## config.mk

```make
export PLATFORM = sky130hd
export DESIGN_NAME = ternary_add_arb
export DESIGN_NICKNAME = d
export VERILOG_FILES = /design/src/rtl/ternary_add_arb_pkg.sv /design/src/rtl/ternary_add_arb_rr_arb.sv /design/src/rtl/ternary_add_arb.sv
export SDC_FILE = /design/constraint.sdc
export NUM_CORES = 1
export LEC_CHECK = 0
export BUFFER_PORTS_ARGS = -buffer_cell sky130_fd_sc_hd__buf_2
export CAP_MARGIN = 10
export CORE_MARGIN = 5
export CORE_UTILIZATION = 40
export DETAILED_ROUTE_END_ITERATION = 7
export PLACE_DENSITY = 0.74
export SLEW_MARGIN = 20
export SYNTH_ARGS = -nofsm -noshare
export SYNTH_HDL_FRONTEND = slang
export SYNTH_SLANG_ARGS = --single-unit
```

## constraint.sdc

```tcl
create_clock -name clk -period 4.5 [get_ports clk]
set_input_delay 0.9 -clock clk [delete_from_list [all_inputs] [get_ports clk]]
set_output_delay 0.9 -clock clk [all_outputs]
set_load 0.02 [all_outputs]
```

## src/rtl/ternary_add_arb_pkg.sv

```systemverilog
// Shared definitions for the three-operand adder sharing wrapper:
// a constant clog2 helper and the output-register state encoding.
package ternary_add_arb_pkg;

    function automatic int clog2(input int n);
        int r;
        int v;
        r = 0;
        v = n - 1;
        while (v > 0) begin
            r = r + 1;
            v = v >> 1;
        end
        return r;
    endfunction

    typedef enum logic {
        EMPTY = 1'b0,
        FULL  = 1'b1
    } out_state_t;

endpackage

```

## src/rtl/ternary_add_arb_rr_arb.sv

```systemverilog
// Combinational round-robin arbiter: grants the first requester at or after ptr,
// wrapping modulo NREQ. Reusable by any resource-sharing wrapper.
module rr_arb
    import ternary_add_arb_pkg::*;
#(
    parameter int NREQ = 4,
    localparam int IDW = (NREQ > 1) ? clog2(NREQ) : 1
) (
    input  logic [NREQ-1:0] req,
    input  logic [IDW-1:0]  ptr,
    output logic [NREQ-1:0] grant_onehot,
    output logic [IDW-1:0]  grant_idx,
    output logic            any
);

    int idx;

    assign any = |req;

    // Walk offsets from farthest to nearest so the closest requester wins last.
    always_comb begin
        grant_idx = '0;
        idx       = 0;
        for (int k = NREQ - 1; k >= 0; k--) begin
            idx = int'(ptr) + k;
            if (idx >= NREQ) begin
                idx = idx - NREQ;
            end
            if (req[idx[IDW-1:0]]) begin
                grant_idx = idx[IDW-1:0];
            end
        end
    end

    for (genvar gi = 0; gi < NREQ; gi++) begin : g_onehot
        assign grant_onehot[gi] = any && (grant_idx == IDW'(gi));
    end

endmodule

```

## src/rtl/ternary_add_arb.sv

```systemverilog
// One registered a+b+c adder shared by NREQ valid/ready requesters through a
// round-robin arbiter, with a one-entry tagged result register.
module ternary_add_arb
    import ternary_add_arb_pkg::*;
#(
    parameter int WIDTH    = 8,
    parameter int NREQ     = 4,
    parameter bit SIGN_EXT = 1'b0,
    localparam int IDW     = (NREQ > 1) ? clog2(NREQ) : 1
) (
    input  logic                  clk,
    input  logic                  rst_n,
    input  logic [NREQ-1:0]       req_valid,
    output logic [NREQ-1:0]       req_ready,
    input  logic [NREQ*WIDTH-1:0] req_a,
    input  logic [NREQ*WIDTH-1:0] req_b,
    input  logic [NREQ*WIDTH-1:0] req_c,
    output logic                  res_valid,
    input  logic                  res_ready,
    output logic [WIDTH+1:0]      res_sum,
    output logic [IDW-1:0]        res_id
);

    localparam int SW = WIDTH + 2;

    out_state_t       state_reg, state_next;
    logic [IDW-1:0]   rr_ptr_reg, rr_ptr_next;
    logic [SW-1:0]    sum_reg, sum_next;
    logic [IDW-1:0]   id_reg;
    logic [IDW-1:0]   grant_idx;
    logic [NREQ-1:0]  grant_onehot;
    logic             any_req;
    logic             can_acc;
    logic             accept;
    logic [WIDTH-1:0] a_arr [NREQ];
    logic [WIDTH-1:0] b_arr [NREQ];
    logic [WIDTH-1:0] c_arr [NREQ];

    for (genvar gi = 0; gi < NREQ; gi++) begin : g_unpack
        assign a_arr[gi] = req_a[gi*WIDTH +: WIDTH];
        assign b_arr[gi] = req_b[gi*WIDTH +: WIDTH];
        assign c_arr[gi] = req_c[gi*WIDTH +: WIDTH];
    end

    rr_arb #(.NREQ(NREQ)) u_arb (
        .req          (req_valid),
        .ptr          (rr_ptr_reg),
        .grant_onehot (grant_onehot),
        .grant_idx    (grant_idx),
        .any          (any_req)
    );

    function automatic logic [SW-1:0] ext(input logic [WIDTH-1:0] x);
        return SIGN_EXT ? {{2{x[WIDTH-1]}}, x} : {2'b00, x};
    endfunction

    // Two guard bits make the three-way sum exact in both signed and unsigned modes.
    assign sum_next = ext(a_arr[grant_idx]) + ext(b_arr[grant_idx]) + ext(c_arr[grant_idx]);
    assign accept   = |(req_valid & req_ready);

    always_comb begin
        rr_ptr_next = rr_ptr_reg;
        if (accept) begin
            rr_ptr_next = (grant_idx == IDW'(NREQ - 1)) ? '0 : grant_idx + IDW'(1);
        end
    end

    // State register
    always_ff @(posedge clk or negedge rst_n) begin
        if (!rst_n) begin
            state_reg <= EMPTY;
        end else begin
            state_reg <= state_next;
        end
    end

    // Next-state logic
    always_comb begin
        state_next = state_reg;
        case (state_reg)
            EMPTY:   if (accept) state_next = FULL;
            FULL:    if (res_ready && !accept) state_next = EMPTY;
            default: state_next = EMPTY;
        endcase
    end

    // Output logic; req_ready is forced low while reset is held
    always_comb begin
        res_valid = (state_reg == FULL);
        can_acc   = (state_reg == EMPTY) || res_ready;
        req_ready = (rst_n && can_acc && any_req) ? grant_onehot : '0;
    end

    always_ff @(posedge clk or negedge rst_n) begin
        if (!rst_n) begin
            sum_reg    <= '0;
            id_reg     <= '0;
            rr_ptr_reg <= '0;
        end else begin
            rr_ptr_reg <= rr_ptr_next;
            if (accept) begin
                sum_reg <= sum_next;
                id_reg  <= grant_idx;
            end
        end
    end

    assign res_sum = sum_reg;
    assign res_id  = id_reg;

endmodule

```

=== Word-level counts from Yosys, hierarchy flattened ===
Cells that the tools add are included.

* Bitwise gates (word level): 3
* Add/subtract/negate cells: 10
* $mul: 0
* $lt $le $gt $ge: 9
* Div/mod/pow operators: 0
* Reduce and logical (&&, ||, !) cells: 12
* Equality and inequality tests: 3
* Shift-type cells: 0
* Multiplexer cells: 30

{| class="wikitable"
|+ Operators with widths
! operator !! count
|-
| binary-select mux 8 bit (select 2 bit) || 3
|-
| 2-to-1 mux 8 bit || 6
|-
| 2-to-1 mux 2 bit || 9
|-
| greater-or-equal comparator 3 bit (second input constant) || 4
|-
| < comparator 2 x 3 -> 1 bit (second input constant) || 4
|-
| adder 9 x 8 -> 10 bit || 1
|-
| adder 8 x 8 -> 9 bit || 1
|-
| binary-select mux 1 bit (select 2 bit) || 4
|-
| OR reduction 4 bit || 2
|-
| subtractor 2 x 1 -> 2 bit (second input constant) || 4
|-
| logical AND 1 bit || 7
|-
| adder 2 x 2 -> 3 bit (second input constant) || 2
|-
| 2-to-1 mux 1 bit || 6
|-
| AND 4 bit || 1
|-
| equality test 2 bit (second input constant) || 2
|-
| 2-to-1 mux 4 bit || 1
|-
| adder 2 x 1 -> 3 bit (second input constant) || 1
|-
| greater-or-equal comparator 2 x 3 -> 1 bit (second input constant) || 1
|-
| inverter 2 -> 3 bit || 1
|-
| adder 2 x 1 -> 2 bit (second input constant) || 1
|-
| equality test 2 x 1 -> 1 bit (second input constant) || 1
|-
| zero test 2 bit || 1
|-
| case mux 1 bit (2 select lines) || 1
|-
| zero test 1 bit || 1
|-
| 2 further kinds || 2
|}

* Memory bits (writable): 0
* Latch bits: 0
* Output and inout bits: 17
* Memories kept: 0
* ROM bits: 0
* Logic and storage cells: 71
* Register bits after elaboration: 15
* Input bits: 103

=== Depth between registers and ports, before layout ===
Gate-level depths: netlist of the first run.

* Depth in word-level cells: 18
* Gate-level depth with buffers: 16
* Mapped depth without buffers: 14

=== Modules after synthesis ===
A second synthesis of the first run with hierarchy kept.

* Cells, all modules: 168
* Area, all modules: 1,898.1 um^2

{| class="wikitable"
|+ Modules (own cells, without submodules)
! module !! seq. area each (um^2) !! area each (um^2) !! cells each !! instances
|-
| ternary_add_arb || 375.4 || 1,686.6 || 135 || 1
|-
| rr_arb || 0.0 || 211.5 || 33 || 1
|}

=== Worst setup path after synthesis of the first run ===
No wires, ideal clock.

* Path kind: input port to flip-flop
* Start point: input req_valid[0]
* End point: register sum_reg[9], in the netlist res_sum[9]
* Stages on the path: 15
* Required time: 4.373 ns
* Arrival: 4.131 ns
* Setup slack: 0.242 ns
* Setup time: 0.127 ns
* Buffers on the path: 1
* Cells stage by stage: nor2b_1 a21oi_1 nor2_1 a211oi_4 buf_6 mux2_4 fa_1 inv_1 ha_1 fa_1 a211oi_1 o21ai_0 and3_1 o21ai_0 o21ai_0

* Word-level cells in the longest chain between the ends: 12
* Elaborated cells between the ends (all ways): 37
* Those cells by class: add/sub: 2; eq/ne: 3; mux: 22; bitwise: 2; reduce/logical: 8

{| class="wikitable"
|+ Ends and longest elaborated chain
! item !! RTL line !! source
|-
| start, declared || ternary_add_arb.sv:13 || <nowiki>input logic [NREQ-1:0] req_valid,</nowiki>
|-
| binary-select mux 1 bit (select 2 bit) || ternary_add_arb_rr_arb.sv:29 || <nowiki>if (req[idx[IDW-1:0]]) begin</nowiki>
|-
| 2-to-1 mux 1 bit (implied by the code) || ternary_add_arb_rr_arb.sv:29 ||
|-
| 2-to-1 mux 2 bit (4 in series) || ternary_add_arb_rr_arb.sv:29 ||
|-
| inverter 2 -> 3 bit (implied by the code) || ternary_add_arb.sv:58 || <nowiki>assign sum_next = ext(a_arr[grant_idx]) + ext(b_arr[grant_idx]) + ext(c_arr[grant_idx]);</nowiki>
|-
| binary-select mux 8 bit (select 2 bit) || ternary_add_arb.sv:58 ||
|-
| 2-to-1 mux 8 bit (implied by the code) (2 in series) || ternary_add_arb.sv:58 ||
|-
| adder 8 x 8 -> 9 bit || ternary_add_arb.sv:58 ||
|-
| adder 9 x 8 -> 10 bit || ternary_add_arb.sv:58 ||
|-
| end signal, assigned || ternary_add_arb.sv:102 || <nowiki>sum_reg <= sum_next;</nowiki>
|-
| end, declared || ternary_add_arb.sv:28 || <nowiki>logic [SW-1:0] sum_reg, sum_next;</nowiki>
|}

Parallel ways exist; a longest one is shown, timed or not. The select of a mux whose other input is x is not followed.
A chain may end at the register's enable or synchronous reset.

=== Final worst setup path of the first run ===
Same ends and word-level chain as after synthesis.

==> summary.md, run 1 <==
| Metric | Value |
|---|---|
| DRC viols | `0` |
| Status | `completed` |
| Fillers | `458` |
| Post-Syn Nets | `323` |
| Share of cells above drive strength 1 | `48.3%` |
| Post-route ant nets | `0` |
| CTS Hold Buffers Added | `0` |
| Reg clk slew, reported paths | `0.06 ns` |
| Largest stage delay, worst path | `0.53 ns` |
| Maximum operating frequency | `244 MHz` |
| Die X | `81.8 um` |
| First-pass GRT wire length | `7.74 mm` |
| Setup_tns | `0 ns` |
| CTS tree | `yes` |
| Crit-path max FO | `11` |
| Delay-heaviest family, CP | `adder cells` |
| Pwr Density | `705 mW/mm2` |
| Cells along the critical path | `buf_2 > nor2b_1 > a21oi_1 > nor2_1 > a211oi_4 > buf_12 > mux2_4 > fa_1 > inv_1 > ha_1 > fa_1 > a211oi_1 > o21ai_0 > and3_1 > o21ai_0 > o21ai_0` |
| Pre-CTS setup slack | `0.143 ns` |
| Max cap viols | `0` |
| Crit path DAT | `4.21 ns` |
| Seq/Total Area, Yosys | `18.2%` |
| Cell area after layout | `0.00279 mm2` |
| Drt pass-1 iters | `5` |
| GR Overflow Total | `0` |
| Total track usage | `14.4%` |
| Die ar. | `0.00668 mm2` |
| P&R area growth vs syn | `35.4%` |
| RSZ-0062 raised after global routing | `no` |
| Die Y | `81.8 um` |
| Post-synthesis cell count | `200` |
| Final setup vio count | `0` |
| Core area | `0.00504 mm2` |
| Vias post-DR | `1857` |
| Min-delay worst type | `reg -> reg` |
| CP bufs+invs | `3` |
| P_leak | `1.54 nW` |
| Synth Warn # | `0` |
| Clock skew | `0.000881 ns` |
| Slowest stage cell on the critical path | `fa_1` |
| DP Area | `0.00274 mm2` |
| Post-DR wirelength/cell | `12.7 um` |
| Row count | `26` |
| # placed instances | `385` |
| Initial Util | `40.8%` |
| Number of synthesized flops with an enable pin | `0` |
| Synth top area share | `27.7%` |
| Relative slew slack | `72.7%` |
| Top-Level Pins | `120` |
| Setup Buffers After CTS | `0` |
| Netlist Area Pre-Place | `0.00206 mm2` |
| Top cells by area, synth | `mux2i_1 (28%), dfrtp_1 (18%), fa_1 (8.7%), mux2_2 (7.1%), ha_1 (6.7%)` |
| Synth top cells by count | `mux2i_1 (57), dfrtp_1 (15), inv_1 (15)` |
| CTS H-tree lvls | `1` |
| Crit. End Element | `register` |
| DR iter-0 viols | `85` |
| PortBufs | `119` |
| Dpl hpwl | `4.36 mm` |
| Sequential Area | `375 um2` |
| Vias per inst | `4.77` |
| Minimum clock period | `4.09 ns` |
| Root buf cell | `clkbuf_8` |
| Initial antenna violation count | `0` |
| Largest area contributor in the netlist | `mux2i_1` |
| Data required, critical path | `4.62 ns` |
| CTS Buf Count | `3` |
| Largest net degree at the start of global routing | `27` |
| Final hold viol count | `0` |
| Final setup margin | `0.408 ns` |
| Tightest Pin Transition | `0.409 ns` |
| Final Max Tran Viols | `0` |
| Antenna Cells | `0` |
| Post-route insts no fill | `389` |
| Post_cts resized | `0` |
| Synth async-reset ratio | `100%` |
| Fin util | `55.3%` |
| Ys flop type | `dfrtp_1` |
| NumNets Final | `443` |
| Cell mode on critical path | `o21ai_0` |
| RePlAce Congestion | `0.778` |
| CTS Sinks | `15` |
| Worst skew pair latency | `0.24 ns` |
| Syn_area_per_cell | `10.3 um2` |
| Most common cell in the synthesized netlist | `mux2i_1` |
| Vias in the first global route | `1815` |
| Area of the multi-input gates | `0.00154 mm2` |
| Yosys cell types | `34` |
| Startpoint Class | `primary input` |
| Fin crit share | `90.9%` |
| Register bit count reported by yosys | `15` |
| Peak VDD IR | `0.368 mV` |
| Routed WL | `4.94 mm` |
| Kind of critical path | `in -> reg` |
| Max reg flops | `10` |
| Clk buf depth | `2` |
## layout make-up
cell class                      count  area share [%]
Tap cell                           70            3.14
Multi-Input combinational cell    159            55.3
Clock buffer                        4            1.62
Timing Repair Buffer              125            24.3
Sequential cell                    15            13.5
Inverter                           16            2.15
## power by group
part	internal [mW]	total, mW	switching [mW]
combinational	0.768	1.61	0.847
clock	0.0626	0.106	0.0433
sequential	0.205	0.246	0.0410
## through the flow
stage          power, mW  hold WS, ns
5_1_grt             2.19        0.516
2_1_floorplan       1.50        0.559
6_report            1.97        0.478
3_3_place_gp        1.85        0.461
4_1_cts             2.00        0.486
3_5_place_dp        1.88        0.474
## per-layer routing
layer | part of all wire (%) | track usage, % | routed length, um | vias up
li1 | - | - | - | 954
met5 | 0 | 0 | 0 | -
met2 | 50 | 24.4 | 2490 | 72
met3 | 8.0 | 2.63 | 395 | 5
met4 | 0.63 | 2.49 | 31 | 0
met1 | 41 | 19.2 | 2020 | 826
## kinds of logic (layout without fill, tap and decap cells)
group | after synthesis | in the layout | synth area share, %
AOI/OAI and AO/OA | 34 | 34 | 11.9
xor gates and xnor gates | 4 | 4 | 1.70
muxes | 77 | 77 | 39.9
adders and majority gates | 20 | 20 | 15.4
DFF | 15 | 15 | 18.2
buffers and inverters | 26 | 145 | 6.99
and+or+nand+nor | 24 | 24 | 5.83
## final timing paths
kind,slack [ns],start,end,depth (start not counted)
min in group asynchronous,0.56,rst_n,res_valid$_DFF_PN0_,1
max reg2reg,0.74,rr_ptr_reg[1]$_DFFE_PN0P_,res_sum[9]$_DFFE_PN0P_,15
max,0.41,req_valid[0],res_sum[9]$_DFFE_PN0P_,16
min reg2reg,0.48,res_sum[3]$_DFFE_PN0P_,res_sum[3]$_DFFE_PN0P_,2
max in group asynchronous,3.67,rst_n,res_sum[0]$_DFFE_PN0P_,1
min,0.48,res_sum[3]$_DFFE_PN0P_,res_sum[3]$_DFFE_PN0P_,2
## cells in the final DEF, fill, tap and decap left out, types with 4 or more instances in the layout
cell type  synthesis  layout
nand2_1            9       9
and2_1             4       4
a21o_1             4       4
fa_1               9       9
mux2i_1           57      57
inv_1             15      15
buf_2              1     119
a21oi_1            6       6
ha_1              11      11
dfrtp_1           15      15
mux2_2            13      13
nor2_1             5       5
o21ai_0           10      10
mux2_4             7       7
## worst reg2reg max path: stages, from the launching register on
cell,delay (ns)
dfrtp_1,0.45
a21o_1,0.19
a21oi_1,0.13
o22a_2,0.18
buf_12,0.20
mux2i_1,0.12
mux2_4,0.28
fa_1,0.53
inv_1,0.05
ha_1,0.23
fa_1,0.43
a211oi_1,0.30
o21ai_0,0.15
and3_1,0.19
o21ai_0,0.12
o21ai_0,0.08
(Power assumes the default switching activity.)
==> run 2, diff against run 1 <==
--- a/config.mk
+++ b/config.mk
@@ -10,4 +10,5 @@
 export CORE_MARGIN = 5
 export CORE_UTILIZATION = 40
+export CTS_BUF_LIST = sky130_fd_sc_hd__clkbuf_8
 export DETAILED_ROUTE_END_ITERATION = 7
 export PLACE_DENSITY = 0.74
==> constraint.sdc (replaced) <==
create_clock -name clk -period 4.5 [get_ports clk]
set_input_delay 0.225 -clock clk [delete_from_list [all_inputs] [get_ports clk]]
set_output_delay 0.225 -clock clk [all_outputs]
set_load 0.02 [all_outputs]
==> run 2 against run 1 <==
Compared with the run above: clock skew up 0.0026 ns; global-route usage increased by 0.97 points; clock power about the same; core utilization down 0.35 points; cell count shrank 0.26%.
==> summary.md, run 2 (synthesized netlist as in run 1, its figures left out) <==
| Metric | Value |
|---|---|
| Peak VDD IR | `0.330 mV` |
| Delay-heaviest family, CP | `compound AO/OA/AOI/OAI gates` |
| CTS H-tree lvls | `1` |
| Share of cells above drive strength 1 | `47.8%` |
| Post_cts resized | `0` |
| Clock skew | `0.00349 ns` |
| Worst skew pair latency | `0.25 ns` |
| Final setup margin | `0.453 ns` |
| Min-delay worst type | `in -> reg` |
| Setup Buffers After CTS | `0` |
| First-pass GRT wire length | `8.11 mm` |
| Core area | `0.00504 mm2` |
| Top-Level Pins | `120` |
| Clk buf depth | `2` |
| Most frequent cells in the layout | `buf_2 (119), mux2i_1 (57), inv_1 (16)` |
| Kind of critical path | `reg -> reg` |
| Initial Util | `40.8%` |
| Crit-path max FO | `17` |
| RSZ-0062 raised after global routing | `no` |
| GR Overflow Total | `0` |
| RePlAce Congestion | `0.792` |
| Vias per inst | `4.76` |
| DRC viols | `0` |
| Fin crit share | `89.9%` |
| Initial antenna violation count | `0` |
| PortBufs | `119` |
| Die Y | `81.8 um` |
| CTS Buf Count | `3` |
| NumNets Final | `442` |
| Maximum operating frequency | `247 MHz` |
| Fillers | `464` |
| Post-DR wirelength/cell | `13.1 um` |
| Reg clk slew, reported paths | `0.06 ns` |
| P_leak | `1.53 nW` |
| Dpl hpwl | `4.46 mm` |
| Die ar. | `0.00668 mm2` |
| Cell mode on critical path | `o21ai_0` |
| DR iter-0 viols | `44` |
| Total track usage | `15.3%` |
| Crit path DAT | `4.17 ns` |
| Max cap viols | `0` |
| Final Max Tran Viols | `0` |
| Tightest Pin Transition | `0.622 ns` |
| P&R area growth vs syn | `34.5%` |
| Startpoint Class | `register` |
| Final hold viol count | `0` |
| Pre-CTS setup slack | `0.449 ns` |
| Crit. End Element | `register` |
| CTS Hold Buffers Added | `1` |
| Minimum clock period | `4.05 ns` |
| Largest net degree at the start of global routing | `24` |
| Status | `completed` |
| Setup_tns | `0 ns` |
| Post-route ant nets | `0` |
| CTS tree | `yes` |
| Commonest non-fill, non-tap cell in the layout | `buf_2` |
| CTS Sinks | `15` |
| R2R setup slack | `0.45 ns` |
| Cells along the critical path | `a21o_1 > a21oi_1 > o22a_2 > buf_4 > mux2i_1 > mux2_2 > fa_1 > inv_1 > fa_1 > a211oi_1 > o21ai_0 > and3_1 > o21ai_0 > o21ai_0` |
| Final setup vio count | `0` |
| Largest stage delay, worst path | `0.54 ns` |
| Vias post-DR | `1847` |
| Antenna Cells | `0` |
| Relative slew slack | `58.4%` |
| CP bufs+invs | `2` |
| Data required, critical path | `4.62 ns` |
| Root buf cell | `clkbuf_8` |
| Slowest stage cell on the critical path | `fa_1` |
| Pwr Density | `700 mW/mm2` |
| Drt pass-1 iters | `4` |
| Routed WL | `5.08 mm` |
| Row count | `26` |
| Vias in the first global route | `1876` |
| Die X | `81.8 um` |
| Max reg flops | `10` |
-- run 2: tightest hold or removal path, stage by stage --
cell and delay [ns]:
buf_2 0.07, nor2b_1 0.06, nand2b_1 0.14
-- run 2: stage by stage --
step                      util, %  instance area [um2]  hold WS (ns)  instances  total power [mW]
after global placement       53.8                 2720         0.148        383              1.83
final                        54.9                 2770         0.295        388              1.94
after global routing         54.9                 2770         0.319        388              2.16
after detailed placement     53.8                 2720         0.150        383              1.86
after floorplan                 -                 2060       -0.0706        200              1.50
after CTS                    54.9                 2770         0.295        388              1.97
-- run 2: path summary, 6_finish.rpt --
| path | from | endpoint | cells past startpoint |
|---|---|---|---|
| min in group asynchronous | rst_n | res_sum[1]$_DFFE_PN0P_ | 2 |
| max | rr_ptr_reg[1]$_DFFE_PN0P_ | res_sum[9]$_DFFE_PN0P_ | 14 |
| min | res_ready | res_valid$_DFF_PN0_ | 3 |
| max reg2reg | rr_ptr_reg[1]$_DFFE_PN0P_ | res_sum[9]$_DFFE_PN0P_ | 14 |
| min reg2reg | res_id[1]$_DFFE_PN0P_ | res_id[1]$_DFFE_PN0P_ | 2 |
| max in group asynchronous | rst_n | rr_ptr_reg[0]$_DFFE_PN0P_ | 2 |
-- run 2: report_power, final --
part	internal (mW)	leakage [nW]	switching, mW
clock network	0.0603	0.0269	0.0430
logic	0.753	1.32	0.837
registers	0.205	0.183	0.0415
total	1.02	1.53	0.921
-- run 2: layout make-up --
type                    instances  area, um2  area share [%]
flip-flops and latches         15        375            13.6
repair buffers                124        661            23.8
clock buffers                   3       41.3            1.49
clock inverters                 1       3.75           0.136
inverters                      16       60.1            2.17
multi-input cells             159       1540            55.6
well taps                      70       87.6            3.16
-- run 2: per-layer routing --
layer  share of wire [%]  GRT usage [%]  vias up
li1                    -              -      950
met1                  42           19.5      816
met2                  49           26.5       74
met3                 7.9           2.85        7
met4                 1.2           4.15        0
met5                   0              0        -
==> run 3, diff against run 2 <==
Settings changed: PLACE_DENSITY 0.74 to 0.82.
==> run 3 against run 2 <==
Compared with the run above: critical path depth unchanged; combinational power is essentially flat; final area is essentially flat; worst setup slack improved by 0.084 ns; power up 1.0%; via count increased by 3.5%; clock power rose by 4%; largest cell class unchanged; highest routed layer unchanged.
==> summary.md, run 3 (synthesized netlist as in run 1, its figures left out) <==
| Metric | Value |
|---|---|
| Status | `completed` |
| Crit path DAT | `4.08 ns` |
| Initial Util | `40.8%` |
| Net Sw Power | `940 uW` |
| Die X | `81.8 um` |
| Crit-path max FO | `15` |
| Tightest Pin Transition | `0.441 ns` |
| Comb pwr share | `82.2%` |
| P&R area growth vs syn | `34.4%` |
| Setup_tns | `0 ns` |
| Min-delay worst type | `in -> reg` |
| Vias post-DR | `1911` |
| PortBufs | `119` |
| Startpoint Class | `register` |
| Clk buf depth | `2` |
| Data required, critical path | `4.62 ns` |
| Minimum clock period | `3.96 ns` |
| Maximum operating frequency | `252 MHz` |
| Crit. End Element | `register` |
| Initial antenna violation count | `0` |
| Delay-heaviest family, CP | `compound AO/OA/AOI/OAI gates` |
| Share of cells above drive strength 1 | `48.6%` |
| Dpl hpwl | `4.67 mm` |
| Vias in the first global route | `1898` |
| Internal Power | `1.02 mW` |
| Sw Ratio | `48.0%` |
| Final setup vio count | `0` |
| Most frequent cells in the layout | `buf_2 (119), mux2i_1 (57), inv_1 (15), dfrtp_1 (15), mux2_2 (13)` |
| DR iter-0 viols | `23` |
| Post-DR wirelength/cell | `13.5 um` |
| Core area | `0.00504 mm2` |
| Vias per inst | `4.89` |
| RSZ-0062 raised after global routing | `no` |
| CTS tree | `yes` |
| Clock skew | `0.00299 ns` |
| Die Y | `81.8 um` |
| Peak VDD IR | `0.414 mV` |
| Fillers | `456` |
| Row count | `26` |
| Relative slew slack | `70.6%` |
| Pwr Density | `708 mW/mm2` |
| Drt pass-1 iters | `4` |
| Final hold viol count | `0` |
| First-pass GRT wire length | `8.24 mm` |
| DP Area | `0.00271 mm2` |
| Reg clk slew, reported paths | `0.06 ns` |
| Worst skew pair latency | `0.24 ns` |
| Largest stage delay, worst path | `0.53 ns` |
| R2R Path Start | `rr_ptr_reg[1]$_DFFE_PN0P_` |
| Crit path launch | `rr_ptr_reg[1]$_DFFE_PN0P_` |
| Routed WL | `5.27 mm` |
| Cell area after layout | `0.00277 mm2` |
| Kind of critical path | `reg -> reg` |
| Largest net degree at the start of global routing | `23` |
| NumNets Final | `445` |
| CTS Buf Count | `3` |
| Root buf cell | `clkbuf_8` |
| Cell mode on critical path | `o21ai_0` |
| Commonest non-fill, non-tap cell in the layout | `buf_2` |
| DRC viols | `0` |
| Clock share of power | `5.5%` |
| Post-route ant nets | `0` |
| Max reg flops | `10` |
| Total track usage | `15.6%` |
| Fin crit share | `88.1%` |
| Final Max Tran Viols | `0` |
| CTS H-tree lvls | `1` |
| RePlAce Congestion | `0.848` |
| Cells along the critical path | `a21o_1 > a21oi_1 > o22a_2 > buf_4 > mux2i_1 > mux2_2 > fa_1 > inv_1 > fa_1 > a211oi_1 > o21ai_0 > and3_1 > o21ai_0 > o21ai_0` |
| Antenna Cells | `0` |
| CP bufs+invs | `2` |
| Slowest stage cell on the critical path | `fa_1` |
| Startpoint of the worst hold path | `res_ready` |
| GR Overflow Total | `0` |
| Sequential power share | `12.3%` |
| Top-Level Pins | `120` |
| CTS Sinks | `15` |
| P_leak | `1.54 nW` |
| Setup Buffers After CTS | `0` |
| Die ar. | `0.00668 mm2` |
| Max cap viols | `0` |
[run 3: cell count changes in the layout (fill, tap and decap cells not counted)]
cell / previous run / this run
buf_4: 2 / 7
buf_12: 2 / 0
clkinv_2: 0 / 1
inv_1: 16 / 15
[run 3: final timing paths]
path,end,slack [ns],cells past startpoint
max in group asynchronous,res_sum[0]$_DFFE_PN0P_,3.81,2
min,res_valid$_DFF_PN0_,0.30,3
min reg2reg,res_sum[6]$_DFFE_PN0P_,0.48,2
max,res_sum[9]$_DFFE_PN0P_,0.54,14
min in group asynchronous,res_valid$_DFF_PN0_,0.43,2
max reg2reg,res_sum[9]$_DFFE_PN0P_,0.54,14
[run 3: cell type report]
class / count / area [um2] / share of cell area (%)
clock buffer: 3 / 41.3 / 1.49
clock inverter: 1 / 5.00 / 0.181
inverter: 16 / 60.1 / 2.17
multi-input combinational: 159 / 1540 / 55.7
sequential: 15 / 375 / 13.6
tap: 70 / 87.6 / 3.16
timing repair buffer: 127 / 658 / 23.8
[run 3: through the flow]
step	setup WS (ns)	hold slack, ns	power (mW)	util, %	instances
after floorplan	0.848	-0.0706	1.50	-	200
after global placement	0.622	0.148	1.84	53.8	386
after detailed placement	0.516	0.157	1.87	53.8	386
after CTS	0.503	0.290	1.99	54.9	391
after global routing	0.237	0.309	2.17	54.9	391
final	0.537	0.296	1.96	54.9	391
[run 3: routing by layer]
layer / up-vias / part of all wire, % / track usage [%]
met2: 93 / 47 / 27.1
li1: 958 / - / -
met3: 6 / 8.6 / 2.63
met5: - / 0 / 0
met1: 854 / 43 / 19.9
met4: 0 / 1.1 / 4.15
[run 3: timing repair]
action                                 4_1_cts  5_1_grt
endpoints found under the hold margin       15        0
hold buffers                                 1        0
gates resized for setup                      0        0
[run 3: worst reg2reg max path, delay by kind of cell (launching register included)]
family	cells	cell delay [ns]
compound gates	7	1.39
fa+ha+maj	2	1.00
buf+inv	2	0.41
flops	1	0.44
mux	2	0.41
simple gates	1	0.19
[run 3: power by group through the flow]
stage	sequential [mW]	combinational, mW	clock, mW
2_1_floorplan	0.313	1.18	0
3_3_place_gp	0.241	1.60	0
3_5_place_dp	0.244	1.63	0
4_1_cts	0.242	1.63	0.110
5_1_grt	0.250	1.80	0.117
6_report	0.242	1.61	0.107
